--- src/rtl/thumb_fetch_buf.sv ---
// Thumb-2 fetch buffer: issues word reads to instruction memory, holds up to four
// halfwords and presents complete 16/32-bit instructions with a valid/ready handshake.
module thumb_fetch_buf #(
    parameter logic [31:0] RESET_PC = 32'h0000_0000,
    parameter int          BUF_HW   = 4
) (
    input  logic        clk,
    input  logic        rst,
    output logic        imem_req,
    output logic [31:0] imem_addr,
    input  logic        imem_gnt,
    input  logic        imem_rvalid,
    input  logic [31:0] imem_rdata,
    output logic        inst_valid,
    input  logic        inst_ready,
    output logic [31:0] inst_out,
    output logic        inst_is32,
    output logic [31:0] inst_pc,
    input  logic        redirect,
    input  logic [31:0] redirect_pc
);

    typedef enum logic [1:0] {IDLE, REQ, WAIT} fetch_state_t;

    fetch_state_t state;
    logic [31:0]  fetch_addr;
    logic         misaligned;
    logic         discard;
    logic [15:0]  hw_buf [BUF_HW];
    logic [1:0]   head;
    logic [2:0]   count;
    logic [31:0]  pc;

    logic [15:0]  hw0;
    logic [15:0]  hw1;
    logic         head_is32;
    logic         pop;
    logic         push_en;
    logic [1:0]   pop_n;
    logic [1:0]   push_n;
    logic [2:0]   count_after;
    logic         issue_ok;
    logic         room_after;
    logic [1:0]   wr0;
    logic [1:0]   wr1;

    assign hw0       = hw_buf[head];
    assign hw1       = hw_buf[head + 2'd1];
    assign head_is32 = (count != 3'd0) && (hw0[15:13] == 3'b111) && (hw0[12:11] != 2'b00);

    // A 32-bit instruction stays hidden until its second halfword is buffered.
    assign inst_valid = (count >= 3'd2) || ((count == 3'd1) && !head_is32);
    assign inst_is32  = head_is32;
    assign inst_out   = !inst_valid ? 32'h0000_0000 :
                        head_is32   ? {hw0, hw1}    : {hw0, 16'h0000};
    assign inst_pc    = pc;
    assign imem_addr  = fetch_addr;

    assign pop         = inst_valid && inst_ready;
    assign pop_n       = pop ? (head_is32 ? 2'd2 : 2'd1) : 2'd0;
    assign push_en     = (state == WAIT) && imem_rvalid && !discard;
    assign push_n      = push_en ? (misaligned ? 2'd1 : 2'd2) : 2'd0;
    assign count_after = count + 3'(push_n) - 3'(pop_n);
    assign issue_ok    = (3'(BUF_HW) - count) >= 3'd2;
    assign room_after  = (3'(BUF_HW) - count_after) >= 3'd2;
    assign wr0         = head + count[1:0];
    assign wr1         = wr0 + 2'd1;

    always_ff @(posedge clk or negedge rst) begin
        if (!rst) begin
            state      <= IDLE;
            imem_req   <= 1'b0;
            fetch_addr <= RESET_PC & ~32'd3;
            misaligned <= RESET_PC[1];
            discard    <= 1'b0;
            head       <= 2'd0;
            count      <= 3'd0;
            pc         <= RESET_PC & ~32'd1;
            for (int i = 0; i < BUF_HW; i++) hw_buf[i] <= 16'h0000;
        end else if (redirect) begin
            count      <= 3'd0;
            pc         <= redirect_pc & ~32'd1;
            fetch_addr <= redirect_pc & ~32'd3;
            misaligned <= redirect_pc[1];
            imem_req   <= 1'b0;
            // A grant landing with the redirect still produces a response that must be discarded.
            case (state)
                REQ: begin
                    if (imem_gnt) begin
                        state   <= WAIT;
                        discard <= 1'b1;
                    end else begin
                        state <= IDLE;
                    end
                end
                WAIT: begin
                    if (imem_rvalid) begin
                        state   <= IDLE;
                        discard <= 1'b0;
                    end else begin
                        discard <= 1'b1;
                    end
                end
                default: state <= IDLE;
            endcase
        end else begin
            if (push_en) begin
                if (misaligned) begin
                    hw_buf[wr0] <= imem_rdata[31:16];
                end else begin
                    hw_buf[wr0] <= imem_rdata[15:0];
                    hw_buf[wr1] <= imem_rdata[31:16];
                end
            end
            head  <= head + pop_n;
            count <= count_after;
            if (pop) pc <= pc + (head_is32 ? 32'd4 : 32'd2);

            // Going straight from WAIT back to REQ keeps a 1-cycle memory at one word per 2 cycles.
            case (state)
                IDLE: begin
                    if (issue_ok) begin
                        state    <= REQ;
                        imem_req <= 1'b1;
                    end
                end
                REQ: begin
                    if (imem_gnt) begin
                        state    <= WAIT;
                        imem_req <= 1'b0;
                    end
                end
                WAIT: begin
                    if (imem_rvalid) begin
                        discard <= 1'b0;
                        if (!discard) begin
                            fetch_addr <= fetch_addr + 32'd4;
                            misaligned <= 1'b0;
                        end
                        if (!discard && room_after) begin
                            state    <= REQ;
                            imem_req <= 1'b1;
                        end else begin
                            state <= IDLE;
                        end
                    end
                end
                default: state <= IDLE;
            endcase
        end
    end

endmodule
--- config.mk ---
export PLATFORM = sky130hd
export DESIGN_NAME = thumb_fetch_buf
export DESIGN_NICKNAME = d
export VERILOG_FILES = /design/src/rtl/thumb_fetch_buf.sv
export SDC_FILE = /design/constraint.sdc
export NUM_CORES = 1
export LEC_CHECK = 0
export ABC_AREA = 1
export BUFFER_PORTS_ARGS = -buffer_cell sky130_fd_sc_hd__buf_2
export CAP_MARGIN = 10
export CORE_MARGIN = 2
export CORE_UTILIZATION = 45
export DETAILED_ROUTE_END_ITERATION = 10
export PLACE_DENSITY = 0.72
export SYNTH_ARGS = -nofsm -noshare
export SYNTH_HDL_FRONTEND = slang
export SYNTH_SLANG_ARGS = --single-unit
--- constraint.sdc ---
create_clock -name clk -period 3.5 [get_ports clk]
set_input_delay 0 -clock clk [delete_from_list [all_inputs] [get_ports clk]]
set_output_delay 0 -clock clk [all_outputs]
set_load 0.02 [all_outputs]
[Word level (Yosys, flattened, before mapping)]
Index checks and enable logic that the tools add are counted.
Word-level totals
  bits in registers: 138
  input port bits: 70
  word-level logic and storage cells: 125
Cells by class
  $add $sub $neg: 10
  magnitude comparators: 9
  eq/ne operators: 11
  muxes and demuxes: 53
  bitwise gates (word level): 5
  reduce and logical (&&, ||, !) cells: 25
Operators by type and width (count)
  $mux W32: 7
  $bwmux W64: 3
  $mux W16: 7
  $bmux W16 S2: 2
  $demux W16 S2: 2
  $mux W64: 1
  $add A32 B3 Y32: 1
  $add A32 B3 Y32 const B: 1
  $mux W2: 10
  $mux W1: 15
  $ge A3 B3 Y1 const B: 4
  $ne A3 B3 Y1 const B: 4
  $not A2 Y3: 4
  $reduce_bool A2 Y1: 5
  $ge A3 B2 Y1 const B: 3
  $logic_and A1 B1 Y1: 9
  $lt A3 B1 Y1 const B: 2
  $mux W3: 2
  $pmux W2 S3: 1
  $reduce_and A3 Y1: 2
  $sub A3 B3 Y3 const A: 2
  $reduce_and A5 Y1: 1
  $add A2 B1 Y2 const B: 2
  $add A2 B2 Y2: 2
  other kinds (19): 21

[Depth between registers and ports, before layout]
  depth after elaboration: 20
  mapped depth: 25

[Worst setup path after synthesis]
No wires, ideal clock.
  path kind: reg-to-reg
  start: register count[1]
  end: register imem_req
  library setup time: 118 ps
  data arrival time: 3474 ps
  required time: 3382 ps
  slack: -92 ps
  cell stages (with the launch flop): 22
  buffers on the path: 1
  clock period less this slack: 3592 ps
  cell sequence: dfrtp_1 -> inv_1 -> ha_1 -> ha_1 -> nor2_1 -> nand3_4 -> nand2_4 -> nand2_4 -> nand2_4 -> buf_2 -> nor2_1 -> fa_1 -> inv_1 -> fa_1 -> ha_1 -> inv_1 -> nor2_1 -> nand2_1 -> o21ai_0 -> nand2_1 -> nand3_1 -> nand2_1
Between the ends
  longest elaborated chain between the ends: 14
  elaborated cells on any way between the ends: 21
  those cells by class: add/sub: 4; order compare: 3; eq/ne: 3; mux: 2; reduce/logical: 9
Ends and longest elaborated chain
  start: declaration: RTL line 31  | logic [2:0] count;
  start signal: assignment: RTL line 116  | count <= count_after;
  $reduce_bool A3 Y1: RTL line 49  | assign head_is32 = (count != 3'd0) && (hw0[15:13] == 3'b111) && (hw0[12:11] != 2'b00);
  $logic_and A1 B1 Y1 (2 in series): RTL line 49
  $logic_not A1 Y1: RTL line 52  | assign inst_valid = (count >= 3'd2) || ((count == 3'd1) && !head_is32);
  $logic_and A1 B1 Y1: RTL line 52
  $logic_or A1 B1 Y1 *: RTL line 52
  named net inst_valid: RTL line 14  | output logic inst_valid,
  $logic_and A1 B1 Y1 *: RTL line 59  | assign pop = inst_valid && inst_ready;
  $mux W2 *: RTL line 60  | assign pop_n = pop ? (head_is32 ? 2'd2 : 2'd1) : 2'd0;
  $sub A3 B2 Y3 *: RTL line 63  | assign count_after = count + 3'(push_n) - 3'(pop_n);
  $sub A3 B3 Y3 *: RTL line 65  | assign room_after = (3'(BUF_HW) - count_after) >= 3'd2;
  $ge A3 B2 Y1 *: RTL line 65
  $logic_and A1 B1 Y1 *: RTL line 140  | if (!discard && room_after) begin
  $ne A3 B2 Y1 (no line) *
  $reduce_and A5 Y1 (no line) *
  end signal: assignment: RTL line 72  | imem_req <= 1'b0;
  end signal: assignment: RTL line 85  | imem_req <= 1'b0;
  end signal: assignment: RTL line 142  | imem_req <= 1'b1;
  end: declaration: RTL line 9  | output logic imem_req,
The timed path passes the listed nets; every way through them passes the cells marked *.
A chain may end at the register's enable or synchronous reset.

[Final worst setup path]
  start: register head[0]
  end: register imem_req
Between the ends
  longest elaborated chain between the ends: 18
  elaborated cells on any way between the ends: 20
  those cells by class: add/sub: 2; order compare: 1; eq/ne: 2; mux: 5; bitwise: 1; reduce/logical: 9
Ends and longest elaborated chain
  start: declaration: RTL line 30  | logic [1:0] head;
  start signal: assignment: RTL line 115  | head <= head + pop_n;
  $not A2 Y3 (implied by the code) *: RTL line 47  | assign hw0 = hw_buf[head];
  $bmux W16 S2 *: RTL line 47
  $mux W16 (implied by the code) * (2 in series): RTL line 47
  $eq A3 B3 Y1: RTL line 49
  $logic_and A1 B1 Y1: RTL line 49
  $logic_and A1 B1 Y1 *: RTL line 49
  $logic_not A1 Y1: RTL line 52
  $logic_and A1 B1 Y1: RTL line 52
  $logic_or A1 B1 Y1: RTL line 52
  $logic_and A1 B1 Y1: RTL line 59
  $mux W2 *: RTL line 60
  $sub A3 B2 Y3 *: RTL line 63
  $sub A3 B3 Y3 *: RTL line 65
  $ge A3 B2 Y1 *: RTL line 65
  $logic_and A1 B1 Y1 *: RTL line 140
  $ne A3 B2 Y1 (no line) *
  $reduce_and A5 Y1 (no line) *
Every way passes the cells marked *; elsewhere a longest branch is shown, timed or not. The select of a mux whose other input is x is not followed.

==> run_results.csv <==
group,metric,value,unit
status,outcome,"completed",
setup_path,crit_chain,"buf_4 > clkinv_2 > nand2_1 > nand3_1 > nand2_1 > nand2_2 > nand3_4 > nand2_4 > nand2_4 > nand2_4 > nor2_4 > fa_1 > inv_1 > fa_1 > inv_1 > ha_1 > nor2_1 > o21ai_2 > nand2_1 > nand2_1 > nand2_1 > nand2_1",
final_layout,nets,1635,
timing,relSlewSlack,29.47,%
die,die_area,22140,um2
timing,finalClockSkew,0.01363,ns
clocking,clockRootBuffer,"clkbuf_16",
timing,period_share,94.65,%
synthesis,mappedNetlistArea,9437,um2
setup_path,path_max_fanout,6,
die,dieWidth,148.8,um
setup_path,cp_slowest_cell,"fa_1",
power,power.static_leakage,5.950,nW
drt,met1_length,12700,um
synthesis,syn_area_per_cell,7.111,um2
clocking,tritoncts,"done",
synthesis,synth_seq_area_share,35.80,%
synthesis,synth-async-reset-ratio,100.0,%
clocking,insertion_delay,0.43,ns
drt,via_per_inst,5.604,
grt,grtUsageTotal,29.11,%
die,row_count,52,
drt,route.top_layer_used,"met4",
die,boundaryPins,169,
power,power_density,814.3,nW/um2
drt,drt_drc_violations_left,0,
clocking,cts.sinks,135,
final_layout,final_util,57.31,%
grt,grt_remaining_overflow,0,
clocking,clockBufferDepth,2,
timing,tightest_slew,1.054,ns
timing,max_freq,301.8,MHz
setup_path,crit_end_element,"register",
drt,drt_iter0_drc,954,
min_path,min_path_type,"in -> reg",
die,starting_density_of_the_core,46.19,%
power,total_power,9.534,mW
clocking,htreeDepth,4,
timing,final.hold.worst_slack,0.004007,ns
drt,router_iterations_before_antenna_repair,6,
final_layout,finish.cell_count_without_fillers,1826,
timing,timing.setup.tns,0,ns
synthesis,syn_inst,1327,
final_layout,layout_commonest_cell,"nand2_1",
power,worst_vdd_ir,0.0004679,V
grt,initial_antenna_violation_count,0,
synthesis,synth-edff-count,0,
grt,first_global_vias,9637,
synthesis,synth_top_area_cell,"dfrtp_1",
place,detailed_place_hpwl,22010,um
drt,via_count,10230,
drt,route.final.wire_length,32220,um
drt,dr_wl_met2,15040,um
synthesis,synth_fa_ha_area_share,3.156,%
place,dpl.cell_count,1739,
die,core_area,20430,um2
drt,final_antenna_net_count,0,
drt,dr_wl_met3,3120,um
clocking,numCtsBuffers,17,
setup_path,path_common_cell,"nand2_1",
die,die_h,148.8,um
setup_path,worstPathArrival,3.63,ns
synthesis,ys_ff_latch,135,
setup_path,timing.reg2reg.worst_path_depth,22,
setup_path,cpPeakStageDelay,0.51,ns
place,port_buffers,164,
synthesis,synth-main-ff-cell,"dfrtp_1",
drt,route.detailed.wl_per_inst,17.64,um
setup_path,required_time_of_the_critical_path,3.82,ns
synthesis,synth_cell_types,51,
timing,slew_violations,0,
timing,setup_viol,0,
setup_path,setup.worst_path.class,"reg -> reg",
final_layout,syn2layout_area_growth,24.08,%
setup_path,critPathLaunchType,"register",
place,place.gp.congestion,0.9644,
synthesis,synthSimpleGateAreaFrac,26.89,%
grt,grt_start_max_net_pins,109,
synthesis,synth_xor_area_share,2.877,%
clocking,clock_pin_slew_reported_for_the_worst_setup_and_hold_paths_after_clock_tree_synthesis,0.07,ns
synthesis,synth_largest_type_area_fraction,35.80,%
min_path,hold-path-cell-count,5,
final_layout,share_of_post_route_cells_with_drive_strength_above_1,21.14,%
synthesis,compound_gate_fraction_of_synth_area,17.53,%
final_layout,most-common-layout-cells,"nand2_1 (319), inv_1 (169), buf_2 (163), dfrtp_1 (134), nor2_1 (124)",
timing,hold_viol,0,
synthesis,warnings_synthesis,0,
timing,layout_min_cycle_time,3.313,ns
grt,grt_pass1_wl,50220,um
synthesis,combinational_family_with_the_most_area_after_synthesis,"simple AND/OR/NAND/NOR gates",
job,max_cap_viol_count,0,
synthesis,ys_top_cells_by_area,"dfrtp_1 (36%), nand2_1 (13%), inv_1 (6.8%)",
synthesis,synthMuxAreaShare,3.089,%
final_layout,insertedDiodeCount,0,
==> area by class of cell <==
class | instances | area [um2]
Clock buffer | 17 | 425.4
Clock inverter | 15 | 166.4
Fill cell | 1907 | 8721
Inverter | 176 | 665.6
Multi-Input combinational cell | 956 | 5096
Sequential cell | 135 | 3379
Tap cell | 270 | 337.8
Timing Repair Buffer | 256 | 1633
Timing Repair inverter | 1 | 5.005
==> power breakdown <==
group / switching, mW / leakage [nW] / total, mW / internal, mW
Combinational: 3.42 / 4.06 / 5.16 / 1.74
Sequential: 0.461 / 1.60 / 2.52 / 2.06
Clock: 0.783 / 0.288 / 1.85 / 1.07
==> metrics by stage <==
step	worst slack, ns	instance area, um2
floorplan	0.004498	9449
global placement	0.1256	10560
detailed placement	0.05077	10560
CTS	0.02979	11610
global route	-0.01293	11710
finish	0.1871	11710
==> cells in the mapped netlist (4+ instances only) <==
master	n
nand2_1	321
inv_1	170
dfrtp_1	135
nor2_1	126
o21ai_0	105
nand3_1	71
o22ai_1	61
a21oi_1	58
clkbuf_1	33
nor3_1	27
mux2_2	25
xor2_1	24
ha_1	19
o21ai_2	17
nand4_1	16
buf_2	11
buf_6	10
a221oi_1	9
nor2_2	7
xnor2_1	7
a21oi_2	5
o211ai_1	5
a31oi_1	4
buf_1	4
buf_4	4
inv_2	4
nand2_2	4
nand2_4	4
o21ai_1	4
or2_2	4
==> metal layers <==
layer	global-route usage [%]	up-vias
met5	0	-
met4	13.00	0
met3	6.514	107
met2	47.85	570
met1	36.88	4754
li1	-	4802
==> final timing paths <==
kind                                      start                   endpoint  slack [ns]
setup reg to reg            head[0]$_DFFE_PN0N_       imem_req$_DFFE_PN0P_        0.19
setup / recovery            head[0]$_DFFE_PN0N_       imem_req$_DFFE_PN0P_        0.19
max in group asynchronous                   rst  imem_addr[13]$_DFFE_PN0P_        2.37
min in group asynchronous                   rst     hw_buf[29]$_DFFE_PN0P_        0.29
hold / removal                   imem_rdata[18]      hw_buf[2]$_DFFE_PN0P_       0.004
hold reg to reg            imem_req$_DFFE_PN0P_       imem_req$_DFFE_PN0P_        0.52
==> timing repair <==
action | CTS | global route
setup endpoints to repair | 0 | 2
buffers inserted | 0 | 8
hold buffers | 46 | 0
resized for setup | 0 | 13
hold endpoints to repair | 171 | 0
==> worst max-delay path, delay by kind of cell, from the launching register on <==
family | cells | cell delay, ns
adder cells (fa/ha/maj) | 3 | 1.23
AND/OR/NAND/NOR | 14 | 1.06
flip-flops | 1 | 0.42
buffers and inverters | 4 | 0.38
AO/OA/AOI/OAI | 1 | 0.08
==> logic make-up (layout without fill, tap and decap cells) <==
kind of cell	after synthesis	count (layout)
simple gates	593	593
compound gates	281	281
buf+inv	238	465
flops	135	135
xor+xnor	31	31
mux	26	26
fa+ha+maj	22	22
other cells	1	3
==> flip-flops by register name (all words and copies together) (netlist names) <==
name and flops:
hw_buf 64, inst_pc 31, imem_addr 30, count 3, head 2, state 2, discard 1, imem_req 1
misaligned 1
Power figures use the tool's default switching activity.
